`src/rtl/mem_bus_pkg.sv`:
```
// Shared types for the memory-bus arbiter: packet type, bus field widths, FSM states.
package mem_bus_pkg;

    localparam int BUS_NUM_REQ = 4;
    localparam int BUS_ADDR_W  = 64;
    localparam int BUS_DATA_W  = 64;
    localparam int BUS_SRC_W   = $clog2(BUS_NUM_REQ);

    // Encodings 2'b10 and 2'b11 are undefined; the arbiter flags them as errors.
    typedef enum logic [1:0] {
        bus_read_data  = 2'b00,
        bus_write_data = 2'b01
    } bus_packet_type_t;

    typedef logic [BUS_DATA_W-1:0] bus_packet_payload_t;
    typedef logic [BUS_ADDR_W-1:0] bus_address_t;
    typedef logic [BUS_SRC_W-1:0]  bus_source_t;

    typedef enum logic [1:0] {
        ST_IDLE      = 2'd0,
        ST_ISSUE     = 2'd1,
        ST_WAIT_RESP = 2'd2,
        ST_RESP      = 2'd3
    } arb_state_t;

endpackage

```
`src/rtl/rr_arbiter.sv`:
```
// Combinational round-robin pick: first requester after rr_ptr, wrapping modulo NUM_REQ.
module rr_arbiter #(
    parameter int NUM_REQ = 4,
    parameter int IDX_W   = 2
) (
    input  logic [NUM_REQ-1:0] req,
    input  logic [IDX_W-1:0]   rr_ptr,
    output logic               grant_valid,
    output logic [IDX_W-1:0]   grant
);

    int               w_idx;
    logic [IDX_W-1:0] w_idx_bits;

    // Scan from the farthest candidate to the nearest so the nearest hit wins.
    always_comb begin
        grant_valid = 1'b0;
        grant       = '0;
        w_idx       = 0;
        w_idx_bits  = '0;
        for (int k = NUM_REQ; k >= 1; k--) begin
            w_idx      = (int'(rr_ptr) + k) % NUM_REQ;
            w_idx_bits = IDX_W'(w_idx);
            if (req[w_idx_bits]) begin
                grant_valid = 1'b1;
                grant       = w_idx_bits;
            end
        end
    end

endmodule

```
`src/rtl/mem_bus_arbiter.sv`:
```
// Round-robin arbiter in front of DRAM: one packet in flight, read data routed back by source ID.
//
// state     | meaning
// ----------+---------------------------------------------------------
// IDLE      | waiting for a request; grant and req_ready are combinational
// ISSUE     | captured packet presented to DRAM until mem_req_ready
// WAIT_RESP | read issued; waiting for a response with our source ID
// RESP      | one-cycle rsp_valid strobe to the originating port
module mem_bus_arbiter
    import mem_bus_pkg::*;
#(
    parameter int NUM_REQ = BUS_NUM_REQ,
    parameter int ADDR_W  = BUS_ADDR_W,
    parameter int DATA_W  = BUS_DATA_W,
    parameter int SRC_W   = BUS_SRC_W
) (
    input  logic                  clk,
    input  logic                  reset,
    input  logic [NUM_REQ-1:0]    req_valid,
    output logic [NUM_REQ-1:0]    req_ready,
    input  logic [NUM_REQ*2-1:0]  req_type,
    input  logic [NUM_REQ*ADDR_W-1:0] req_address,
    input  logic [NUM_REQ*DATA_W-1:0] req_payload,
    output logic                  mem_req_valid,
    input  logic                  mem_req_ready,
    output logic [1:0]            mem_req_type,
    output logic [ADDR_W-1:0]     mem_req_address,
    output logic [DATA_W-1:0]     mem_req_payload,
    output logic [SRC_W-1:0]      mem_req_source,
    input  logic                  mem_resp_valid,
    input  logic [DATA_W-1:0]     mem_resp_payload,
    input  logic [SRC_W-1:0]      mem_resp_source,
    output logic [NUM_REQ-1:0]    rsp_valid,
    output logic [DATA_W-1:0]     rsp_payload,
    output logic                  busy,
    output logic                  err_resp
);

    arb_state_t        r_state;
    arb_state_t        w_state_nxt;
    logic [SRC_W-1:0]  r_rr_ptr;
    logic [SRC_W-1:0]  r_src;
    logic [1:0]        r_type;
    logic [ADDR_W-1:0] r_addr;
    logic [DATA_W-1:0] r_wdata;
    logic [DATA_W-1:0] r_rsp_data;
    logic              r_err;

    logic              w_grant_valid;
    logic [SRC_W-1:0]  w_grant;
    logic              w_accept;
    logic              w_rsp_load;
    logic              w_err_set;
    logic              w_type_known;

    rr_arbiter #(
        .NUM_REQ (NUM_REQ),
        .IDX_W   (SRC_W)
    ) u_rr_arbiter (
        .req         (req_valid),
        .rr_ptr      (r_rr_ptr),
        .grant_valid (w_grant_valid),
        .grant       (w_grant)
    );

    assign w_type_known    = (r_type == bus_read_data) || (r_type == bus_write_data);
    assign mem_req_type    = r_type;
    assign mem_req_address = r_addr;
    assign mem_req_payload = r_wdata;
    assign mem_req_source  = r_src;
    assign rsp_payload     = r_rsp_data;
    assign err_resp        = r_err;
    assign busy            = (r_state != ST_IDLE);

    // Next-state, handshakes and error detection.
    always_comb begin
        w_state_nxt   = r_state;
        req_ready     = '0;
        mem_req_valid = 1'b0;
        rsp_valid     = '0;
        w_accept      = 1'b0;
        w_rsp_load    = 1'b0;
        w_err_set     = 1'b0;
        case (r_state)
            ST_IDLE: begin
                if (w_grant_valid) begin
                    req_ready[w_grant] = 1'b1;
                    w_accept           = 1'b1;
                    w_state_nxt        = ST_ISSUE;
                end
                if (mem_resp_valid) w_err_set = 1'b1;
            end
            ST_ISSUE: begin
                if (!w_type_known) begin
                    w_err_set   = 1'b1;
                    w_state_nxt = ST_IDLE;
                end else begin
                    mem_req_valid = 1'b1;
                    if (mem_req_ready)
                        w_state_nxt = (r_type == bus_write_data) ? ST_IDLE : ST_WAIT_RESP;
                end
                if (mem_resp_valid) w_err_set = 1'b1;
            end
            ST_WAIT_RESP: begin
                if (mem_resp_valid) begin
                    if (mem_resp_source == r_src) begin
                        w_rsp_load  = 1'b1;
                        w_state_nxt = ST_RESP;
                    end else begin
                        w_err_set = 1'b1;
                    end
                end
            end
            ST_RESP: begin
                rsp_valid[r_src] = 1'b1;
                w_state_nxt      = ST_IDLE;
                if (mem_resp_valid) w_err_set = 1'b1;
            end
            default: w_state_nxt = ST_IDLE;
        endcase
    end

    // State, round-robin pointer, captured packet, read data and sticky error.
    always_ff @(posedge clk) begin
        if (reset) begin
            r_state    <= ST_IDLE;
            r_rr_ptr   <= SRC_W'(NUM_REQ - 1);
            r_src      <= '0;
            r_type     <= '0;
            r_addr     <= '0;
            r_wdata    <= '0;
            r_rsp_data <= '0;
            r_err      <= 1'b0;
        end else begin
            r_state <= w_state_nxt;
            if (w_accept) begin
                r_rr_ptr <= w_grant;
                r_src    <= w_grant;
                r_type   <= req_type[int'(w_grant)*2 +: 2];
                r_addr   <= req_address[int'(w_grant)*ADDR_W +: ADDR_W];
                r_wdata  <= req_payload[int'(w_grant)*DATA_W +: DATA_W];
            end
            if (w_rsp_load) r_rsp_data <= mem_resp_payload;
            if (w_err_set)  r_err      <= 1'b1;
        end
    end

endmodule

```
`config.mk`:
```
export PLATFORM = sky130hd
export DESIGN_NAME = mem_bus_arbiter
export DESIGN_NICKNAME = d
export VERILOG_FILES = /design/src/rtl/mem_bus_pkg.sv /design/src/rtl/rr_arbiter.sv /design/src/rtl/mem_bus_arbiter.sv
export SDC_FILE = /design/constraint.sdc
export NUM_CORES = 1
export LEC_CHECK = 0
export ABC_AREA = 1
export CAP_MARGIN = 40
export CORE_AREA = 2 2 309 311
export CTS_CLUSTER_SIZE = 10
export DETAILED_ROUTE_END_ITERATION = 8
export DIE_AREA = 0 0 311 313
export PLACE_DENSITY = 0.36
export SYNTH_ARGS = -nofsm -noshare
export SYNTH_HDL_FRONTEND = slang
export SYNTH_SLANG_ARGS = --single-unit
```
`constraint.sdc`:
```
create_clock -name clk -period 2.3 [get_ports clk]
set_input_delay 0.46 -clock clk [delete_from_list [all_inputs] [get_ports clk]]
set_output_delay 0.46 -clock clk [all_outputs]
set_load 0.01 [all_outputs]
```
After elaboration in Yosys (flattened, before gate mapping) --
Cells that the tools add are included. W data, S select, Z words.
Storage, ports and cells: register bits 201, latch bits 0, RAM bits 0, bits in read-only memories 0, input port bits 594, output and inout bits 207, word-level logic and storage cells 83, memories kept 0
Operators by class: add/sub/neg operators 4, multipliers 0, divide/modulo/power cells 0, magnitude comparators 8, equal/unequal tests 9, shift operators 3, muxes and demuxes 43, bitwise logic cells 0, reduce and logical (&&, ||, !) cells 8
Operators by type and width (count):
- $shiftx A256 B9 Y64 | 2
- $mux W1 | 22
- $mux W2 | 10
- $lt A2 B3 Y1 const B | 6
- $mux W4 | 3
- $bmux W1 S2 | 4
- $pmux W2 S4 | 1
- $shiftx A8 B4 Y2 | 1
- $add A2 B1 Y2 const B | 2
- $add A2 B2 Y2 const B | 2
- $demux W1 S2 | 2
- $eq A2 B1 Y1 const B | 2
- $eq A2 B2 Y1 const B | 2
- $ge A2 B1 Y1 const B | 2
- $logic_not A2 Y1 | 2
- $ne A2 B2 Y1 const B | 2
- $reduce_and A4 Y1 | 1
- $ne A3 B3 Y1 const B | 1
- $pmux W1 S3 | 1
- $eq A2 B2 Y1 | 1
- $logic_and A1 B1 Y1 | 2
- $ne A2 B1 Y1 const B | 1
- $reduce_bool A2 Y1 | 1
- $reduce_or A2 Y1 | 1
- $logic_or A1 B1 Y1 | 1

Longest topological paths before layout --
word-level depth 13, gate-level depth with buffers 16, depth with buffers taken out 14

Modules after synthesis --
A second synthesis with hierarchy kept.
Unflattened totals: cells, all modules 1974, area total of the unflattened synthesis 11813.8 um^2
By module, submodules not included:
- mem_bus_arbiter | times used 1, cells an instance 1923, area an instance 11567.3 um^2, sequential area each 4023.9 um^2
- rr_arbiter | times used 1, cells an instance 51, area an instance 246.5 um^2, sequential area each 0.0 um^2

Worst setup path before layout --
No wires, ideal clock.
kind register to output, start register r_rr_ptr[0], end output req_ready[0], data arrival time 1793 ps, data required time 1840 ps, slack 47 ps, cell stages (with the launch flop) 14, buffers on the path 3, cell sequence dfxtp_1 buf_4 inv_4 nand2_1 nand2_1 nand2_1 nand2_2 nand2_2 nand2_2 nand2_2 nand2_2 buf_4 buf_2 nor3_1
Between the ends: longest elaborated chain between the ends 13, elaborated cells on any way between the ends 27, those cells by class 4 x add/sub; 2 x order compare; 20 x mux; 1 x reduce/logical
Ends and longest elaborated chain:
- start, declared | RTL line mem_bus_arbiter.sv:41 | logic [SRC_W-1:0] r_rr_ptr;
- start signal, assigned | RTL line mem_bus_arbiter.sv:127 | r_rr_ptr <= SRC_W'(NUM_REQ - 1);
- start signal, assigned | RTL line mem_bus_arbiter.sv:137 | r_rr_ptr <= w_grant;
- $add A2 B1 Y2 | RTL line rr_arbiter.sv:22 | w_idx = (int'(rr_ptr) + k) % NUM_REQ;
- $bmux W1 S2 | RTL line rr_arbiter.sv:24 | if (req[w_idx_bits]) begin
- $mux W1 (not written as such) | RTL line rr_arbiter.sv:24
- $mux W2 (4 in a row) | RTL line rr_arbiter.sv:24
- $lt A2 B3 Y1 (not written as such) or $ge A2 B1 Y1 (tied branches) | RTL line mem_bus_arbiter.sv:87 | req_ready[w_grant] = 1'b1;
- $logic_and A1 B1 Y1 (not written as such) | RTL line mem_bus_arbiter.sv:87
- $mux W1 (not written as such) | RTL line mem_bus_arbiter.sv:87
- $demux W1 S2 | RTL line mem_bus_arbiter.sv:87
- $mux W4 * | RTL line mem_bus_arbiter.sv:86 | if (w_grant_valid) begin
- $mux W4 * | RTL line mem_bus_arbiter.sv:84 | case (r_state)
- end, declared | RTL line mem_bus_arbiter.sv:20 | output logic [NUM_REQ-1:0] req_ready,
Mark *: on every way between the ends. The rest lies on a longest branch, timed or not. The select of a mux whose other input is x is not followed.

Final worst setup path --
Same ends and word-level chain as after synthesis.

==> results.cfg <==
[timing]
rsz0062_at_grt = true
finalMaxSlewViolations = 0
period_share_pct = 115
fmax_mhz = 379
worst_pin_slew_ps = 531
fin_skew_ps = 18.2
setup_slack_ps = -340
finalCriticalPeriod_ps = 2640
slew_headroom_pct = 64.8
setup_violations = 5
hold_violations = 0

[power_and_ir_drop]
power_frac_seq_pct = 13.4
p_sw_share_pct = 49.6
power_leakage_nw = 11.9
peakVddDrop_uv = 784
p_switching_w = 0.0192
combinationalPowerShare_pct = 73.3
clkPwrFrac_pct = 13.4
p_per_area_nw_per_um2 = 1530
internal-power_w = 0.0195

[synth]
synth_area_leaders = dfxtp_1 31%, nand3_1 19%, nand2_1 14%
syn_avg_cell_area_sq_um = 5.62
ys_ff_latch = 201
synth_top_area_share_pct = 30.9
syn_inst = 2317
synth_top_area_cell = dfxtp_1
synth-warning-count = 0
syn-num-nets = 2915
synth_cell_types = 24
netlist_area_sq_um = 13000
seq_area_frac_synth_pct = 30.9

[floorplan]
design.die.area_sq_um = 97300
die_h_um = 313
core-area_sq_um = 94200
ios = 801
die_x_um = 311
row_count = 113
initial_utilization_pct = 13.8

[clocking]
htree_levels = 1
clkTransAtPathRegs_ps = 50
cts_tree = done
root_buffer = clkbuf_16
numCtsBuffers = 31
clock_latency_ps = 620
clock_path_buffers = 3
clkSinkCount = 201

[placed_design]
preCtsSetupSlack_ps = -1010
dp_hpwl_um = 67200
gp_congestion = 0.845
portBuffers = 800

[setup_path]
crit_path_start = r_rr_ptr[0]$_SDFFE_PP1P_
crit_arrival_ps = 2180
path_max_fanout = 8
crit-reg2reg-launch = r_rr_ptr[0]$_SDFFE_PP1P_
critPathLaunchType = register
crit_path_end_kind = output port
worstReg2RegEnd = mem_req_payload[10]$_SDFFE_PP0P_
critPathKind = reg -> out
worstRegToRegCells = 15
critPathRequiredTime_ps = 1840
crit_end = req_ready[0]
worst-r2r-setup-slack_ps = 0

[global_routing]
use_met1_pct = 20.5
grt_use_met3_pct = 5.37
antenna_found_initial = 13
grt_use_met2_pct = 30.7
grt_pass1_vias = 17700
grt_pass1_wl_um = 125000
gr-total-overflow = 0
grt_max_degree = 90
busiest_layer = met2
track_usage_pct = 17.2

[cells_and_area]
nFillCells = 10700
areaGrowthSynthToFinish_pct = 94.3
nets = 3744
finish.utilization_pct = 26.8
drive_gt1_share_pct = 9.82

[routing]
totalWireLength_um = 88900
drt_iter0_drc = 890
drt-wirelength-per-cell_um = 20.0
drt-vias-per-instance = 3.94
drc_errors = 0
vias = 17500
drtAntennaViolNets = 0
dr.pass1.iters = 5

[worst_hold_path]
hold_class = in -> reg

[status]
violations = setup timing
status = finished with violations

[run]
cap_violations = 0
critical path, cell delays in order (launching register included):
cell     delay [ps]
dfxtp_4         360
buf_12          140
nand2_2          80
o21ai_4          70
nand2_2         100
nand2_4          80
nand2_4         100
nand2_4          60
nand2_4          80
nand2_8          90
nor3_4          250
buf_6           140
cells by family (layout without fill, tap and decap cells):
group / after synthesis / in the layout / synth area share (%)
compound gates: 137 / 137 / 5.39
simple gates: 1436 / 1436 / 46.6
buf+inv: 537 / 1388 / 16.6
xor+xnor: 2 / 2 / 0.135
fa+ha+maj: 4 / 4 / 0.385
other cells: 0 / 4 / 0
flops: 201 / 201 / 30.9
layer usage:
metal / vias up / part of all wire [%]
met3: 67 / 7.6
met1: 8061 / 42
met5: - / 0.068
met2: 581 / 49
li1: 8783 / -
met4: 10 / 1.7
registers in the layout (all words and copies together) (netlist names), named ones only:
| register | cells |
|---|---|
| rsp_payload | 64 |
| mem_req_source | 2 |
| mem_req_address | 64 |
| r_rr_ptr | 2 |
| mem_req_payload | 64 |
| err_resp | 1 |
| r_state | 1 |
| mem_req_type | 2 |
per-stage QoR:
stage / instance area [sq um] / TNS (ps) / total power (W) / cells / hold slack [ps]
6_report: 25300 / -1260 / 0.0388 / 4437 / 230
5_1_grt: 25300 / -7760 / 0.0420 / 4435 / 215
3_3_place_gp: 23300 / -81250 / 0.0309 / 4355 / 474
4_1_cts: 24900 / -2570 / 0.0383 / 4424 / 198
3_5_place_dp: 23300 / -82260 / 0.0308 / 4355 / 472
2_1_floorplan: 13000 / 0 / 0.0186 / 2317 / 511
layout make-up:
cell class | instances | area (sq um) | share of cell area (%)
flip-flops and latches | 201 | 4030 | 16.0
clock inverters | 10 | 168 | 0.663
repair buffers | 958 | 9960 | 39.4
inverters | 375 | 1430 | 5.64
well taps | 1265 | 1580 | 6.26
multi-input cells | 1579 | 7180 | 28.4
diodes | 4 | 10.0 | 0.0396
clock buffers | 45 | 908 | 3.59
power groups by stage:
stage	Sequential (W)	Combinational, W	Clock (W)
floorplan	0.00559	0.0130	0
global placement	0.00524	0.0257	0
detailed placement	0.00524	0.0256	0
CTS	0.00520	0.0276	0.00543
global route	0.00533	0.0312	0.00553
finish	0.00519	0.0284	0.00518
cell usage in the layout (no fill, tap or decap), types with 4 or more instances in the layout:
| master | instances |
|---|---|
| inv_2 | 5 |
| bufinv_16 | 4 |
| nand2_4 | 7 |
| nand2_2 | 21 |
| o21ai_0 | 69 |
| clkbuf_16 | 35 |
| nand3_2 | 4 |
| buf_8 | 6 |
| a21oi_2 | 28 |
| buf_6 | 21 |
| dfxtp_2 | 4 |
| dfxtp_1 | 196 |
| buf_4 | 91 |
| nand3_1 | 482 |
| nand2_1 | 451 |
| nor3_1 | 5 |
| inv_1 | 366 |
| clkbuf_8 | 8 |
| buf_16 | 9 |
| clkbuf_1 | 6 |
| diode_2 | 4 |
| clkdlybuf4s50_1 | 786 |
| a21oi_1 | 36 |
| clkinv_2 | 4 |
| buf_12 | 33 |
| nor2_1 | 450 |
cell usage after synthesis, drive strengths merged:
library cell  instances
nand3               489
nand2               482
nor2                456
inv                 375
dfxtp               201
buf                 104
o21ai                71
a21oi                64
clkbuf               58
nor3                  8
ha                    4
o211ai                2
xor2                  2
nand4                 1
timing repair:
item                                    in CTS  in global routing
hold buffers                                 0                  0
gates cloned                                 5                  4
endpoints found under the setup margin     122                138
pin swaps                                   16                 16
buffers inserted                            12                  7
gates resized for setup                    118                 64
worst min-delay path by stage:
stage                     startpoint  cells after the start               endpoint
5_1_grt                        reset                      2               register
3_5_place_dp   err_resp$_SDFFE_PP0P_                      2  err_resp$_SDFFE_PP0P_
2_1_floorplan  err_resp$_SDFFE_PP0P_                      2  err_resp$_SDFFE_PP0P_
3_3_place_gp   err_resp$_SDFFE_PP0P_                      2  err_resp$_SDFFE_PP0P_
4_1_cts                        reset                      2               register
6_report                       reset                      2               register
No activity file was read; power rests on OpenSTA's default activity.
